### config.mk
export PLATFORM = sky130hd
export DESIGN_NAME = pipe_stage_elastic
export DESIGN_NICKNAME = d
export VERILOG_FILES = /design/src/rtl/pipe_pkg.sv /design/src/rtl/pipe_slot.sv /design/src/rtl/pipe_stage_elastic.sv
export SDC_FILE = /design/constraint.sdc
export NUM_CORES = 1
export LEC_CHECK = 0
export BUFFER_PORTS_ARGS = -buffer_cell sky130_fd_sc_hd__clkbuf_2
export CAP_MARGIN = 20
export CORE_MARGIN = 2
export CORE_UTILIZATION = 50
export CTS_BUF_LIST = sky130_fd_sc_hd__clkbuf_16
export DETAILED_ROUTE_END_ITERATION = 6
export GPL_TIMING_DRIVEN = 0
export PLACE_DENSITY_LB_ADDON = 0.08
export SETUP_SLACK_MARGIN = 0.02
export SKIP_LAST_GASP = 1
export SYNTH_ARGS = -nofsm -noshare
export SYNTH_HDL_FRONTEND = slang
export SYNTH_SLANG_ARGS = --single-unit
### constraint.sdc
create_clock -name clk -period 3.28 [get_ports clk]
set_input_delay 0.656 -clock clk [delete_from_list [all_inputs] [get_ports clk]]
set_output_delay 0.656 -clock clk [all_outputs]
set_load 0.02 [all_outputs]
### src/rtl/pipe_pkg.sv
// Shared widths and per-boundary bundle layouts for the RV32I pipeline stages.
// Every stage instance takes its CTRL_W/DATA_W defaults from the structs below.
package pipe_pkg;

  typedef struct packed {
    logic       reg_write;
    logic [1:0] result_src;
    logic       mem_write;
    logic [2:0] funct3;
  } ctrl_t;

  typedef struct packed {
    logic [31:0] alu_result;
    logic [31:0] write_data;
    logic [31:0] pc_plus4;
    logic [31:0] imm_ext;
    logic [4:0]  rd;
  } data_t;

  localparam int EXMEM_CTRL_W = $bits(ctrl_t);
  localparam int EXMEM_DATA_W = $bits(data_t);

  // Encoded as {M.valid, S.valid}; the slot valid flops are the state register.
  typedef enum logic [1:0] {
    SKID_EMPTY = 2'b00,
    SKID_ONE   = 2'b10,
    SKID_FULL  = 2'b11
  } skid_state_t;

  function automatic logic [1:0] occ_count(input logic m_valid, input logic s_valid);
    return {1'b0, m_valid} + {1'b0, s_valid};
  endfunction

endpackage

### src/rtl/pipe_slot.sv
// One pipeline entry: valid bit, control and data. Clear wins over load and
// zeroes valid+ctrl only; data keeps its last value.
module pipe_slot #(
  parameter int CTRL_W = 7,
  parameter int DATA_W = 133
) (
  input  logic              clk,
  input  logic              rst_n,
  input  logic              load,
  input  logic              clear,
  input  logic [CTRL_W-1:0] ld_ctrl,
  input  logic [DATA_W-1:0] ld_data,
  output logic              valid,
  output logic [CTRL_W-1:0] ctrl,
  output logic [DATA_W-1:0] data
);

  logic              valid_d, valid_q;
  logic [CTRL_W-1:0] ctrl_d, ctrl_q;
  logic [DATA_W-1:0] data_d, data_q;

  always_comb begin
    valid_d = valid_q;
    ctrl_d  = ctrl_q;
    data_d  = data_q;
    if (clear) begin
      valid_d = 1'b0;
      ctrl_d  = '0;
    end else if (load) begin
      valid_d = 1'b1;
      ctrl_d  = ld_ctrl;
      data_d  = ld_data;
    end
  end

  always_ff @(posedge clk or negedge rst_n) begin
    if (!rst_n) begin
      valid_q <= 1'b0;
      ctrl_q  <= '0;
      data_q  <= '0;
    end else begin
      valid_q <= valid_d;
      ctrl_q  <= ctrl_d;
      data_q  <= data_d;
    end
  end

  assign valid = valid_q;
  assign ctrl  = ctrl_q;
  assign data  = data_q;

endmodule

### src/rtl/pipe_stage_elastic.sv
// Elastic pipeline boundary register: main slot M drives the outputs, optional
// skid slot S absorbs one extra entry so in_ready can come straight from a flop.
module pipe_stage_elastic
  import pipe_pkg::*;
#(
  parameter int CTRL_W = EXMEM_CTRL_W,
  parameter int DATA_W = EXMEM_DATA_W,
  parameter bit SKID   = 1'b1
) (
  input  logic              clk,
  input  logic              rst_n,
  input  logic              in_valid,
  output logic              in_ready,
  input  logic [CTRL_W-1:0] in_ctrl,
  input  logic [DATA_W-1:0] in_data,
  input  logic              flush,
  output logic              out_valid,
  input  logic              out_ready,
  output logic [CTRL_W-1:0] out_ctrl,
  output logic [DATA_W-1:0] out_data,
  output logic [1:0]        occupancy
);

  // Handshake: a side transfers in a cycle exactly when its valid and ready are
  // both high at the rising edge; valid never depends on ready of the same side.
  logic              in_fire, out_fire;
  logic              m_valid, s_valid;
  logic [CTRL_W-1:0] m_ctrl, s_ctrl, m_ld_ctrl;
  logic [DATA_W-1:0] m_data, s_data, m_ld_data;
  logic              m_load, m_clear;
  skid_state_t       skid_state;

  assign in_fire    = in_valid && in_ready;
  assign out_fire   = m_valid && out_ready;
  assign skid_state = skid_state_t'({m_valid, s_valid});

  pipe_slot #(.CTRL_W(CTRL_W), .DATA_W(DATA_W)) u_main (
    .clk     (clk),
    .rst_n   (rst_n),
    .load    (m_load),
    .clear   (m_clear),
    .ld_ctrl (m_ld_ctrl),
    .ld_data (m_ld_data),
    .valid   (m_valid),
    .ctrl    (m_ctrl),
    .data    (m_data)
  );

  if (SKID) begin : g_skid
    logic s_load, s_clear;

    pipe_slot #(.CTRL_W(CTRL_W), .DATA_W(DATA_W)) u_skid (
      .clk     (clk),
      .rst_n   (rst_n),
      .load    (s_load),
      .clear   (s_clear),
      .ld_ctrl (in_ctrl),
      .ld_data (in_data),
      .valid   (s_valid),
      .ctrl    (s_ctrl),
      .data    (s_data)
    );

    assign in_ready = !s_valid;

    always_comb begin
      m_load    = 1'b0;
      m_clear   = 1'b0;
      m_ld_ctrl = in_ctrl;
      m_ld_data = in_data;
      s_load    = 1'b0;
      s_clear   = 1'b0;
      if (flush) begin
        m_clear = 1'b1;
        s_clear = 1'b1;
      end else begin
        case (skid_state)
          SKID_EMPTY: m_load = in_fire;
          SKID_ONE: begin
            if (in_fire && !out_fire)      s_load  = 1'b1;
            else if (in_fire)              m_load  = 1'b1;
            else if (out_fire)             m_clear = 1'b1;
          end
          SKID_FULL: begin
            if (out_fire) begin
              m_load    = 1'b1;
              m_ld_ctrl = s_ctrl;
              m_ld_data = s_data;
              s_clear   = 1'b1;
            end
          end
          default: begin
            m_clear = 1'b1;
            s_clear = 1'b1;
          end
        endcase
      end
    end
  end else begin : g_single
    assign s_valid  = 1'b0;
    assign s_ctrl   = '0;
    assign s_data   = '0;
    assign in_ready = out_ready || !m_valid;

    always_comb begin
      m_ld_ctrl = in_ctrl;
      m_ld_data = in_data;
      m_load    = !flush && in_fire;
      m_clear   = flush || (out_fire && !in_fire);
    end
  end

  // Empty slots always present zero control so no write strobe leaks out.
  assign out_valid = m_valid;
  assign out_ctrl  = m_valid ? m_ctrl : '0;
  assign out_data  = m_data;
  assign occupancy = occ_count(m_valid, s_valid);

endmodule

==> impl_results.rst <==
.. list-table::
   :header-rows: 1

   * - Metric
     - Value
   * - Result of the run
     - finished clean
   * - Library cells used by synthesis
     - 28
   * - Layout cell share with drive strength beyond 1
     - 38.5%
   * - Post-detailed-routing wire length
     - 32100 microns
   * - Layout area overhead
     - 23.5%
   * - Detailed-placement wirelength estimate
     - 21900 microns
   * - Normalized max-slew margin
     - 45.7%
   * - TritonCTS Buffers
     - 31
   * - All-layer global routing usage
     - 24.0%
   * - Sequential fraction of the synthesis area
     - 56.2%
   * - Number of enable-type register cells in the synthesized netlist
     - 0
   * - Number of global-route vias before repair
     - 9183
   * - Post-Synthesis Net Count
     - 1115
   * - Leakage
     - 0.00830 uW
   * - IO Count
     - 289
   * - Power Internal
     - 9090 uW
   * - Worst-margin pin slew
     - 0.814 ns
   * - Violation count after the first detailed-routing iteration
     - 580
   * - Power share of the combinational group
     - 33.8%
   * - Buffer levels on the longest clock path
     - 3
   * - Level count of the clock H-tree
     - 1
   * - Reg2Reg Depth
     - 9
   * - Total power density per cell area
     - 908 mW/mm^2
   * - WL per Instance
     - 19.5 microns
   * - Biggest area contributors in the synthesized netlist
     - sky130_fd_sc_hd__dfrtp_1, sky130_fd_sc_hd__mux2i_1, sky130_fd_sc_hd__mux2_4
   * - Fin nets
     - 1438
   * - Clk slew on worst S/H paths
     - 0.06 ns
   * - Overall die height
     - 162 microns
   * - Number of placement rows
     - 58
   * - First-pass GRT wire length
     - 50500 microns
   * - Hold crit path type
     - in2async
   * - Area of all placed cells without fillers
     - 0.0155 sq mm
   * - Path type of the worst setup path
     - reg2reg
   * - TritonCTS clock tree
     - done
   * - Sequential share of power
     - 42.1%
   * - Area enclosed by the die boundary
     - 0.0264 sq mm
   * - Most used flip-flop cell after synthesis
     - sky130_fd_sc_hd__dfrtp_1
   * - Final setup violating endpoints
     - 0
   * - Final min period
     - 3.07 ns
   * - Max capacitance violation total
     - 0
   * - Yosys synthesis warning count
     - 0
   * - Seq cells post-synth
     - 282
   * - Number of nets still failing antenna checks after routing
     - 0
   * - Initial antenna violation count
     - 3
   * - Final setup skew
     - 0.00817 ns
   * - Post-CTS Repair Setup Buffers
     - 0
   * - CP Data Required Time
     - 3.75 ns
   * - RSZ-0062 raised after global routing
     - no
   * - Count of input and output buffers
     - 288
   * - WP data arrival
     - 3.54 ns
   * - TNS Setup
     - 0 ns
   * - Number of instances in the placed design
     - 1585
   * - Library cell with the largest summed area after synthesis
     - sky130_fd_sc_hd__dfrtp_1
   * - Setup crit start kind
     - flop
   * - Syn Inst Count
     - 965
   * - Post-synthesis async set-or-reset flop share
     - 100%
   * - Biggest fanout along the worst timing path
     - 10
   * - Core area
     - 0.0249 sq mm
   * - Sw frac
     - 35.5%
   * - Worst R2R Setup Slack
     - 0.21 ns
   * - Post-Layout Cell Count
     - 1644
   * - Routability Congestion
     - 0.802
   * - Final-report max-slew violation count
     - 0
   * - Cell area after synthesis
     - 0.0126 sq mm
   * - Final hold violation count
     - 0
   * - Post-route DRC violation count
     - 0
   * - Pin count of the biggest net entering global routing
     - 113
   * - Fraction of the cycle the final worst path needs
     - 93.5%
   * - Number of vias in the routed layout
     - 9098
   * - Initial Util
     - 50.5%
   * - Peak supply drop
     - 0.618 mV
   * - Average footprint of a synthesized cell
     - 13.0 sq um
   * - Top achievable clock speed
     - 326 MHz
   * - Cell at the root of the clock tree
     - sky130_fd_sc_hd__clkbuf_16
   * - Die Span X
     - 162 microns
   * - Clock insertion delay at the later pin of the skew report
     - 0.55 ns
   * - Clock share of power
     - 24.1%
   * - Yosys top cell area share
     - 56.2%
   * - GR Overflow Total
     - 0
   * - Switching power total
     - 5000 uW
   * - Worst setup EP type
     - flop
   * - Clk sink count
     - 282
   * - TritonRoute pass-1 iters
     - 5
   * - Ratio of routed vias to standard cells
     - 5.53
   * - Post-Place Cell Area
     - 0.0145 sq mm
-- placed cells by master, fill, tap and decap left out --
cell type,count
sky130_fd_sc_hd__a31oi_1,133
sky130_fd_sc_hd__nor2b_1,1
sky130_fd_sc_hd__buf_6,9
sky130_fd_sc_hd__clkinv_1,9
sky130_fd_sc_hd__mux2_2,63
sky130_fd_sc_hd__mux2i_1,147
sky130_fd_sc_hd__dfrtp_1,282
sky130_fd_sc_hd__a2111o_1,1
sky130_fd_sc_hd__clkinv_2,4
sky130_fd_sc_hd__ha_1,5
sky130_fd_sc_hd__mux2_4,70
sky130_fd_sc_hd__buf_16,2
sky130_fd_sc_hd__a221oi_4,1
sky130_fd_sc_hd__buf_1,9
sky130_fd_sc_hd__clkbuf_4,2
sky130_fd_sc_hd__and3_1,1
sky130_fd_sc_hd__or2_1,1
sky130_fd_sc_hd__a21oi_1,134
sky130_fd_sc_hd__inv_6,1
sky130_fd_sc_hd__nor2_1,7
sky130_fd_sc_hd__clkbuf_2,295
sky130_fd_sc_hd__and2_1,7
sky130_fd_sc_hd__nand2_1,1
sky130_fd_sc_hd__clkbuf_1,45
sky130_fd_sc_hd__o2bb2ai_1,7
sky130_fd_sc_hd__buf_2,20
sky130_fd_sc_hd__clkbuf_8,1
sky130_fd_sc_hd__or4bb_1,1
sky130_fd_sc_hd__nand3_1,1
sky130_fd_sc_hd__inv_1,11
sky130_fd_sc_hd__diode_2,2
sky130_fd_sc_hd__bufinv_16,4
sky130_fd_sc_hd__nand4b_1,2
sky130_fd_sc_hd__clkbuf_16,31
sky130_fd_sc_hd__o311ai_2,1
sky130_fd_sc_hd__a21boi_0,1
sky130_fd_sc_hd__nand2b_4,1
sky130_fd_sc_hd__a311o_1,1
-- stage by stage --
stage	worst slack (ns)	hold slack, ns	util (%)	total power [uW]
after floorplan	0.651	0.360	-	8960
after global placement	-4.62	0.468	57.9	10600
after detailed placement	-0.465	0.469	58.2	10700
after CTS	0.0290	0.109	62.3	14200
after global routing	0.0615	0.133	62.3	14900
final	0.213	0.104	62.3	14100
-- synthesized netlist by cell type (2+ instances only) --
master / count
sky130_fd_sc_hd__mux2i_1: 147
sky130_fd_sc_hd__ha_1: 5
sky130_fd_sc_hd__buf_2: 20
sky130_fd_sc_hd__o2bb2ai_1: 7
sky130_fd_sc_hd__a31oi_1: 133
sky130_fd_sc_hd__a21oi_1: 134
sky130_fd_sc_hd__mux2_2: 63
sky130_fd_sc_hd__inv_1: 3
sky130_fd_sc_hd__and2_1: 7
sky130_fd_sc_hd__clkbuf_1: 56
sky130_fd_sc_hd__nor2_1: 7
sky130_fd_sc_hd__dfrtp_1: 282
sky130_fd_sc_hd__nand4b_1: 2
sky130_fd_sc_hd__buf_1: 8
sky130_fd_sc_hd__buf_6: 9
sky130_fd_sc_hd__mux2_4: 70
-- metal layers --
metal	part of all wire, %	global-route usage (%)	routed length, microns
met1	44	33.3	14100
met2	46	37.5	14800
met3	7.1	5.91	2290
met4	2.9	7.72	936
met5	0.040	0	13
-- kinds of logic (layout without fill, tap and decap cells) --
group / Yosys count / in the layout / share of synthesized area, %
AND/OR/NAND/NOR: 23 / 23 / 1.12
multiplexers: 280 / 280 / 25.7
adder cells (fa/ha/maj): 5 / 5 / 0.498
AO/OA/AOI/OAI: 279 / 279 / 12.9
other: 0 / 2 / 0
buffers and inverters: 96 / 443 / 3.61
flip-flops: 282 / 282 / 56.2
-- cell type report --
| type | instances | area [sq um] |
|---|---|---|
| plain buffers | 93 | 459 |
| clock buffers | 31 | 776 |
| inverters | 3 | 11.3 |
| repair buffers | 290 | 1510 |
| well taps | 330 | 413 |
| diodes | 2 | 5.00 |
| flip-flops and latches | 282 | 7060 |
| clock inverters | 26 | 213 |
| multi-input cells | 587 | 5070 |
| fillers | 2051 | 9380 |
-- flip-flops by register name, summed over array words and instances, names as in the netlist --
signal,flops
g_skid.u_skid.data,133
u_main.valid,1
g_skid.u_skid.ctrl,7
u_main.ctrl,7
u_main.data,133
g_skid.u_skid.valid,1
-- path summary, 6_finish.rpt --
check,from,endpoint
min in group clk,in_data[11],g_skid.u_skid.data[11]
max in group asynchronous,rst_n,g_skid.u_skid.data[37]
worst min-delay path,rst_n,u_main.ctrl[6]
worst max register to register,u_main.valid,u_main.data[49]
worst min register to register,u_main.ctrl[0],u_main.ctrl[0]
worst max-delay path,u_main.valid,u_main.data[49]
-- critical path, cell delays in order, from the launching register on --
cell                       delay, ns
sky130_fd_sc_hd__dfrtp_1        0.49
sky130_fd_sc_hd__clkbuf_2       0.27
sky130_fd_sc_hd__inv_1          0.13
sky130_fd_sc_hd__ha_1           0.25
sky130_fd_sc_hd__or4bb_1        0.52
sky130_fd_sc_hd__o311ai_2       0.21
sky130_fd_sc_hd__clkbuf_4       0.42
sky130_fd_sc_hd__clkbuf_1       0.41
sky130_fd_sc_hd__a21oi_1        0.12
sky130_fd_sc_hd__a31oi_1        0.16
-- repair_timing --
| item | CTS | global route |
|---|---|---|
| gates resized for setup | 9 | 11 |
| endpoints found under the setup margin | 141 | 140 |
| hold buffers | 0 | 0 |
-- power by group through the flow --
stage	clock network (uW)	logic, uW	registers (uW)
after floorplan	0	2140	6820
after global placement	0	4670	5910
after detailed placement	0	4770	5950
after CTS	3460	4790	5920
after global routing	3610	5160	6110
final	3400	4760	5920
(Power assumes the default switching activity.)
